### src/rtl/lmc_pkg.sv
// Shared opcode and state encodings for the LMC program sequencer.
package lmc_pkg;

    localparam int OPC_W = 3;

    localparam logic [OPC_W-1:0] OP_NEXT = 3'b000;
    localparam logic [OPC_W-1:0] OP_JMP  = 3'b001;
    localparam logic [OPC_W-1:0] OP_JC   = 3'b010;
    localparam logic [OPC_W-1:0] OP_CALL = 3'b011;
    localparam logic [OPC_W-1:0] OP_RET  = 3'b100;
    localparam logic [OPC_W-1:0] OP_HALT = 3'b111;

    typedef enum logic [1:0] {
        ST_STOP  = 2'b00,
        ST_RUN   = 2'b01,
        ST_HALT  = 2'b10,
        ST_FAULT = 2'b11
    } state_e;

endpackage

### src/rtl/lmc_call_stack.sv
// Hardware return-address LIFO for CALL/RET. Only the occupancy count is reset;
// entry storage is plain registers.
module lmc_call_stack #(
    parameter int ADDR_WIDTH  = 4,
    parameter int STACK_DEPTH = 4,
    parameter int SP_W        = $clog2(STACK_DEPTH + 1)
) (
    input  logic                  clk_i,
    input  logic                  rst_i,
    input  logic                  srst_i,
    input  logic                  push_i,
    input  logic                  pop_i,
    input  logic [ADDR_WIDTH-1:0] push_data_i,
    output logic [ADDR_WIDTH-1:0] top_o,
    output logic [SP_W-1:0]       sp_o,
    output logic                  full_o,
    output logic                  empty_o
);

    localparam int IDX_W = (STACK_DEPTH > 1) ? $clog2(STACK_DEPTH) : 1;

    logic [ADDR_WIDTH-1:0] entry_q [2**IDX_W];
    logic [SP_W-1:0]       sp_q;
    logic [SP_W-1:0]       sp_d;
    logic [IDX_W-1:0]      wr_idx_s;
    logic [IDX_W-1:0]      rd_idx_s;

    assign full_o   = (sp_q == SP_W'(STACK_DEPTH));
    assign empty_o  = (sp_q == {SP_W{1'b0}});
    assign wr_idx_s = IDX_W'(sp_q);
    assign rd_idx_s = IDX_W'(sp_q - SP_W'(1));
    assign top_o    = entry_q[rd_idx_s];
    assign sp_o     = sp_q;

    // Occupancy next-state; a push on a full stack or pop on an empty one is dropped.
    always_comb begin
        sp_d = sp_q;
        if (srst_i) begin
            sp_d = {SP_W{1'b0}};
        end else if (push_i && !full_o) begin
            sp_d = sp_q + SP_W'(1);
        end else if (pop_i && !empty_o) begin
            sp_d = sp_q - SP_W'(1);
        end else begin
            sp_d = sp_q;
        end
    end

    // Occupancy register.
    always_ff @(posedge clk_i or posedge rst_i) begin
        if (rst_i) begin
            sp_q <= {SP_W{1'b0}};
        end else begin
            sp_q <= sp_d;
        end
    end

    // Entry storage.
    always_ff @(posedge clk_i) begin
        if (push_i && !full_o && !srst_i) begin
            entry_q[wr_idx_s] <= push_data_i;
        end
    end

endmodule

### src/rtl/lmc_seq_ram.sv
// LMC program sequencer with integrated program RAM, return stack and
// STOP/RUN/HALT/FAULT control.
module lmc_seq_ram
    import lmc_pkg::*;
#(
    parameter int ADDR_WIDTH  = 4,
    parameter int DATA_WIDTH  = 8,
    parameter int STACK_DEPTH = 4
) (
    input  logic                               timer555,
    input  logic                               reset_count,
    input  logic                               restart,
    input  logic                               run,
    input  logic                               cond_in,
    input  logic                               prog_mode,
    input  logic                               wr_en,
    input  logic [ADDR_WIDTH-1:0]              wr_addr,
    input  logic [DATA_WIDTH-1:0]              data_in,
    output logic [ADDR_WIDTH-1:0]              pc,
    output logic [DATA_WIDTH-1:0]              RAM_out,
    output logic [1:0]                         state,
    output logic [$clog2(STACK_DEPTH+1)-1:0]   sp,
    output logic                               fault
);

    localparam int SP_W = $clog2(STACK_DEPTH + 1);

    logic [DATA_WIDTH-1:0] mem_q [2**ADDR_WIDTH];
    logic [ADDR_WIDTH-1:0] pc_q;
    logic [ADDR_WIDTH-1:0] pc_d;
    state_e                state_q;
    state_e                state_d;
    logic                  fault_q;

    logic [OPC_W-1:0]      opcode_s;
    logic [ADDR_WIDTH-1:0] target_s;
    logic [ADDR_WIDTH-1:0] pc_inc_s;
    logic                  push_s;
    logic                  pop_s;
    logic [ADDR_WIDTH-1:0] stk_top_s;
    logic                  stk_full_s;
    logic                  stk_empty_s;
    logic [SP_W-1:0]       sp_s;

    assign RAM_out  = mem_q[pc_q];
    assign opcode_s = RAM_out[DATA_WIDTH-1 -: OPC_W];
    assign target_s = RAM_out[ADDR_WIDTH-1:0];
    assign pc_inc_s = pc_q + ADDR_WIDTH'(1);

    lmc_call_stack #(
        .ADDR_WIDTH  (ADDR_WIDTH),
        .STACK_DEPTH (STACK_DEPTH),
        .SP_W        (SP_W)
    ) u_call_stack (
        .clk_i       (timer555),
        .rst_i       (reset_count),
        .srst_i      (restart),
        .push_i      (push_s),
        .pop_i       (pop_s),
        .push_data_i (pc_inc_s),
        .top_o       (stk_top_s),
        .sp_o        (sp_s),
        .full_o      (stk_full_s),
        .empty_o     (stk_empty_s)
    );

    // Program RAM write port; locked out while executing so code cannot be patched mid-run.
    always_ff @(posedge timer555) begin
        if (wr_en && (state_q != ST_RUN)) begin
            mem_q[wr_addr] <= data_in;
        end
    end

    // Next pc/state and stack requests; mode changes pre-empt the instruction at pc.
    always_comb begin
        pc_d    = pc_q;
        state_d = state_q;
        push_s  = 1'b0;
        pop_s   = 1'b0;
        if (restart) begin
            pc_d    = {ADDR_WIDTH{1'b0}};
            state_d = ST_STOP;
        end else begin
            case (state_q)
                ST_STOP: begin
                    if (run && !prog_mode) begin
                        state_d = ST_RUN;
                    end else begin
                        state_d = ST_STOP;
                    end
                end
                ST_RUN: begin
                    if (prog_mode || !run) begin
                        state_d = ST_STOP;
                    end else begin
                        case (opcode_s)
                            OP_NEXT: pc_d = pc_inc_s;
                            OP_JMP:  pc_d = target_s;
                            OP_JC:   pc_d = cond_in ? target_s : pc_inc_s;
                            OP_CALL: begin
                                if (stk_full_s) begin
                                    state_d = ST_FAULT;
                                end else begin
                                    push_s = 1'b1;
                                    pc_d   = target_s;
                                end
                            end
                            OP_RET: begin
                                if (stk_empty_s) begin
                                    state_d = ST_FAULT;
                                end else begin
                                    pop_s = 1'b1;
                                    pc_d  = stk_top_s;
                                end
                            end
                            OP_HALT: state_d = ST_HALT;
                            default: pc_d = pc_inc_s;
                        endcase
                    end
                end
                default: state_d = state_q;
            endcase
        end
    end

    // Sequencer state register; fault is registered alongside state.
    always_ff @(posedge timer555 or posedge reset_count) begin
        if (reset_count) begin
            pc_q    <= {ADDR_WIDTH{1'b0}};
            state_q <= ST_STOP;
            fault_q <= 1'b0;
        end else begin
            pc_q    <= pc_d;
            state_q <= state_d;
            fault_q <= (state_d == ST_FAULT);
        end
    end

    assign pc    = pc_q;
    assign state = state_q;
    assign sp    = sp_s;
    assign fault = fault_q;

endmodule

### config.mk
export PLATFORM = sky130hd
export DESIGN_NAME = lmc_seq_ram
export DESIGN_NICKNAME = d
export VERILOG_FILES = /design/src/rtl/lmc_pkg.sv /design/src/rtl/lmc_call_stack.sv /design/src/rtl/lmc_seq_ram.sv
export SDC_FILE = /design/constraint.sdc
export NUM_CORES = 1
export LEC_CHECK = 0
export ABC_CLOCK_PERIOD_IN_PS = 7900
export BUFFER_PORTS_ARGS = -buffer_cell sky130_fd_sc_hd__buf_2
export CAP_MARGIN = 15
export CORE_ASPECT_RATIO = 1.25
export CORE_MARGIN = 10
export CORE_UTILIZATION = 65
export CTS_CLUSTER_SIZE = 8
export DETAILED_ROUTE_END_ITERATION = 12
export GPL_ROUTABILITY_DRIVEN = 1
export PLACE_DENSITY = 0.84
export SLEW_MARGIN = 20
export SYNTH_ARGS = -nofsm -noshare
export SYNTH_HDL_FRONTEND = slang
export SYNTH_SLANG_ARGS = --single-unit
### constraint.sdc
create_clock -name timer555 -period 7.9 [get_ports timer555]
set_input_delay 0.79 -clock timer555 [delete_from_list [all_inputs] [get_ports timer555]]
set_output_delay 0.79 -clock timer555 [all_outputs]
set_load 0.05 [all_outputs]
Word level (Yosys, flattened, before mapping)
Memory sizes are Yosys's and may differ from the RTL's. Index checks and enable logic that the tools add are counted.

Add/subtract/negate cells: 3. Equality and inequality tests: 13. Mux-type cells: 31. Reductions and logical operators: 16.

Operator list (count): $mux 4 (6); $pmux 4 s5 (1); $mux 1 (15); $eq 3x3->1 const B (3); $mux 3 (3); $mux 2 (4); $eq 3x2->1 const B (2); $ne 3x3->1 const B (2); $pmux 2 s3 (1); $logic_and 1x1->1 (5); $logic_not 1->1 (5); $reduce_and 5->1 (1); $add 4x1->4 const B (1); $ne 2x2->1 const B (2); $pmux 2 s2 (1); $add 3x1->3 const B (1); $eq 3x1->1 const B (1); $logic_not 3->1 (1); $reduce_bool 3->1 (1); $sub 3x1->3 const B (1); $eq 2x1->1 const B (1); $eq 2x2->1 const B (1); $logic_not 2->1 (1); $ne 2x1->1 const B (1); other kinds (2) (2).

Register bits: 10. Bits in writable memories: 144. Input bits: 19. Output and inout port bits: 18. Logic and storage cells: 69. Memories kept: 2.

Memory list: mem_q (depth 16, bits a word 8, rd ports 1, clocked after Yosys merged registers in 0, wr ports 1, line lmc_seq_ram.sv:28) `logic [DATA_WIDTH-1:0] mem_q [2**ADDR_WIDTH];`; u_call_stack.entry_q (depth 4, bits a word 4, rd ports 1, clocked after Yosys merged registers in 0, wr ports 1, line lmc_call_stack.sv:22) `logic [ADDR_WIDTH-1:0] entry_q [2**IDX_W];`.

Longest topological paths before layout
Depth after elaboration: 10. Gate-level depth with buffers: 11. Gate-level depth less buffers: 9.

By module
From an unflattened synthesis, not the netlist that was laid out.

Cells, all modules: 359. Area total of the unflattened synthesis: 6666.4 um2.

Modules (own cells, without submodules): lmc_seq_ram (times used 1, cells each 301, area an instance 5744.3 um2, seq. area each 4018.9 um2); lmc_call_stack (times used 1, cells each 58, area an instance 922.1 um2, seq. area each 555.5 um2).

Least setup slack after synthesis
OpenSTA, ideal clock, no wires.

Path type: reg2out. Start point: register pc_q[0], in the netlist pc[0]. End point: output port RAM_out[4]. Data arrival time: 2.785 ns. Required time: 7.110 ns. Setup slack: 4.325 ns. Cell stages (with the launch flop): 7. Cells stage by stage: dfrtp_1 buf_6 buf_4 buf_2 buf_2 mux4_2 mux4_2.

Word-level cells in the longest chain between the ends: 1.

RTL lines: start, declared (line lmc_seq_ram.sv:29) `logic [ADDR_WIDTH-1:0] pc_q;`; start signal, assigned (line lmc_seq_ram.sv:129) `pc_q <= {ADDR_WIDTH{1'b0}};`; start signal, assigned (line lmc_seq_ram.sv:133) `pc_q <= pc_d;`; $mem_v2 16x8; end, declared (line lmc_seq_ram.sv:20) `output logic [DATA_WIDTH-1:0] RAM_out,`.

Every way passes these cells.

Worst setup path in the final report
Start point: register pc_q[0], in the netlist pc[0]. End point: output port RAM_out[5].

The elaborated chain is that of the path after synthesis.

==> metrics.txt <==
Initial Util=67.0%; WL/cell=26.5 microns; Area contributors post-synth=edfxtp_1, mux4_2, dfrtp_1, mux2i_1, mux2_2; DRC viols=0; Worst-Margin Slew=1.08 ns; Synth Instances=374; DR vias=3705; YS warnings=0; DR vias/cell=6.68; area of the die=0.0144 sq mm; Worst-Skew Late Latency=0.43 ns; Hold Crit Class=input pin to async pin; #FFs+latches synth=154; Worst EP required=7.11 ns; Clk pin slew, worst setup/hold paths=0.06 ns; Die W=109 microns; GRT Util Overall=21.2%; Die Ht=approximately 130 microns; Pleak=between 2 and 2.5 nW; count of input and output buffers=36; # IOs=37; n_diodes=0; Overall Power=around 2.4 mW; VDD IR max=0.000190 V; Post-synth EDFFs=between 100 and 150; synth cell count leaders=edfxtp_1, mux4_2, nor2_1; Inserted Clock Buffers=17; leading area contributor after synthesis=edfxtp_1; Seq/Total Area, Yosys=approximately 70%; initial antenna violation count=0; most frequent cell after synthesis=edfxtp_1; ratio of cells with drive above 1 in the final layout=26.3%; setup total negative slack=0 ns; Max Cap Viol=0; Post-layout nets=roughly 440; root buf cell=clkbuf_16; Fillers=~540; ys flop type=edfxtp_1; RSZ-0062 raised after global routing=no; Clock Path Buffers=2; Synth async-reset ratio=6.49%; Arrival @ worst endpoint=approximately 3.4 ns; Initial DRC Count=416; CTS tree=built; clock period minus worst slack=4.22 ns; post-route ant nets=0; Core ar.=0.00971 sq mm; Slew headroom=27.4%; htree depth=4; largest net degree at the start of global routing=27; wire length of the first global-routing pass=22.4 mm; Routed WL=14.7 mm; Synth Cell Area=~0.0065 sq mm; grt ovf=0; Final setup viols=0; unique cell type count in the Yosys netlist=54; HPWL after detailed placement=9.30 mm; setup bufs post-CTS=0; Layout area overhead=13.2%; post-synth top area share=66.5%; post-CTS sizing=0; kind of critical path=flop to primary output; Max Fclk=237 MHz; fin. max-slew vios=0; DP Area=slightly below 0.007 sq mm; Final Skew=0.00996 ns; Critical Path Sink Type=primary output; Post-Syn Area per Cell=around 17 sq um; crit-path max FO=26; Mapped Nets=399; P per Cell Area=approximately 320 mW/mm^2; final hold slack=around 0.32 ns; period utilisation layout=a little over half; number of clock sinks=154; Pre-Repair DR Iteration Count=5; # rows=40; RD Place Congestion=roughly 0.86; # hold bufs at CTS=0; Critical Path Start Type=flop; number of global-route vias before repair=3785; Hold Violations, Final=0; Layout Cell Area excl Fill=~0.0074 sq mm; status=finished, final reports clean
==> routing by layer <==
layer / track usage, % / routed length [microns]
met1: 26.3 / 5600
met2: 35.1 / 7740
met3: 4.94 / 1060
met4: 7.17 / 275
met5: 0 / 0
==> cells by family after synthesis <==
logic type	share of synthesized area [%]
AOI/OAI and AO/OA	5.38
DFF	70.3
xor gates and xnor gates	0.404
buffers and inverters	1.87
and+or+nand+nor	6.27
muxes	14.6
adders and majority gates	1.15
==> power by group <==
part / internal, mW / switching [mW]
clock network: 0.433 / 0.319
registers: 0.919 / 0.0617
logic: 0.236 / 0.397
total: 1.59 / 0.778
==> worst max-delay path, cell delays in order (launching register included) <==
cell and delay [ns]:
dfrtp_2 0.82, buf_4 0.52, mux2_2 0.40, o22a_1 0.22, a22oi_1 0.55, inv_1 0.20
buf_2 0.27
==> worst paths after layout <==
check	startpoint	endpoint	slack, ns	cells past startpoint
worst min-delay path	reset_count	u_call_stack.sp_o[1]	0.32	2
worst min register to register	state[0]	state[0]	0.59	2
max in group asynchronous	reset_count	pc[0]	7.30	2
min in group timer555	state[0]	state[0]	0.59	2
worst max-delay path	pc[0]	RAM_out[5]	3.68	6
worst max register to register	pc[1]	pc[0]	4.09	9
==> cell usage in the layout, fill, tap and decap left out, types with 2 or more instances in the layout <==
cell and n:
a21oi_1 6, a22oi_1 2, a31oi_1 4, and2_1 7, buf_2 36, buf_4 2, clkbuf_16 17, clkinv_1 6
clkinv_4 2, clkinvlp_4 3, dfrtp_1 9, edfxtp_1 144, ha_1 6, inv_1 10, inv_6 4, mux2_2 8
mux2i_1 23, mux4_2 27, nand2_1 13, nand2b_1 5, nand4b_1 2, nor2_1 24, nor2b_1 4, nor3_2 4
nor3b_1 2, o2111ai_1 2, o211ai_1 2, o21ai_0 8, o221ai_1 8, o22ai_1 6, or3_1 4, xor2_1 2
==> state kept, by name, summed over array words and instances, names as in the netlist <==
register	cells
mem_q	128
fault	1
state	2
u_call_stack.sp_o	3
u_call_stack.entry_q	16
pc	4
==> per-stage QoR <==
step / utilization [%] / worst slack [ns] / instances
global route: 75.8 / 3.48 / 555
CTS: 75.8 / 3.71 / 555
finish: 75.8 / 3.68 / 555
global placement: 70.1 / 4.14 / 523
floorplan: - / 4.32 / 374
detailed placement: 70.1 / 3.83 / 523
==> cell type report <==
type / instances / area, sq um / area share, %
clock inverters: 14 / 120 / 1.63
well taps: 126 / 158 / 2.14
repair buffers: 38 / 195 / 2.65
multi-input cells: 192 / 1840 / 24.9
clock buffers: 18 / 429 / 5.83
inverters: 13 / 48.8 / 0.663
flip-flops and latches: 154 / 4580 / 62.1
(Power assumes the default switching activity.)
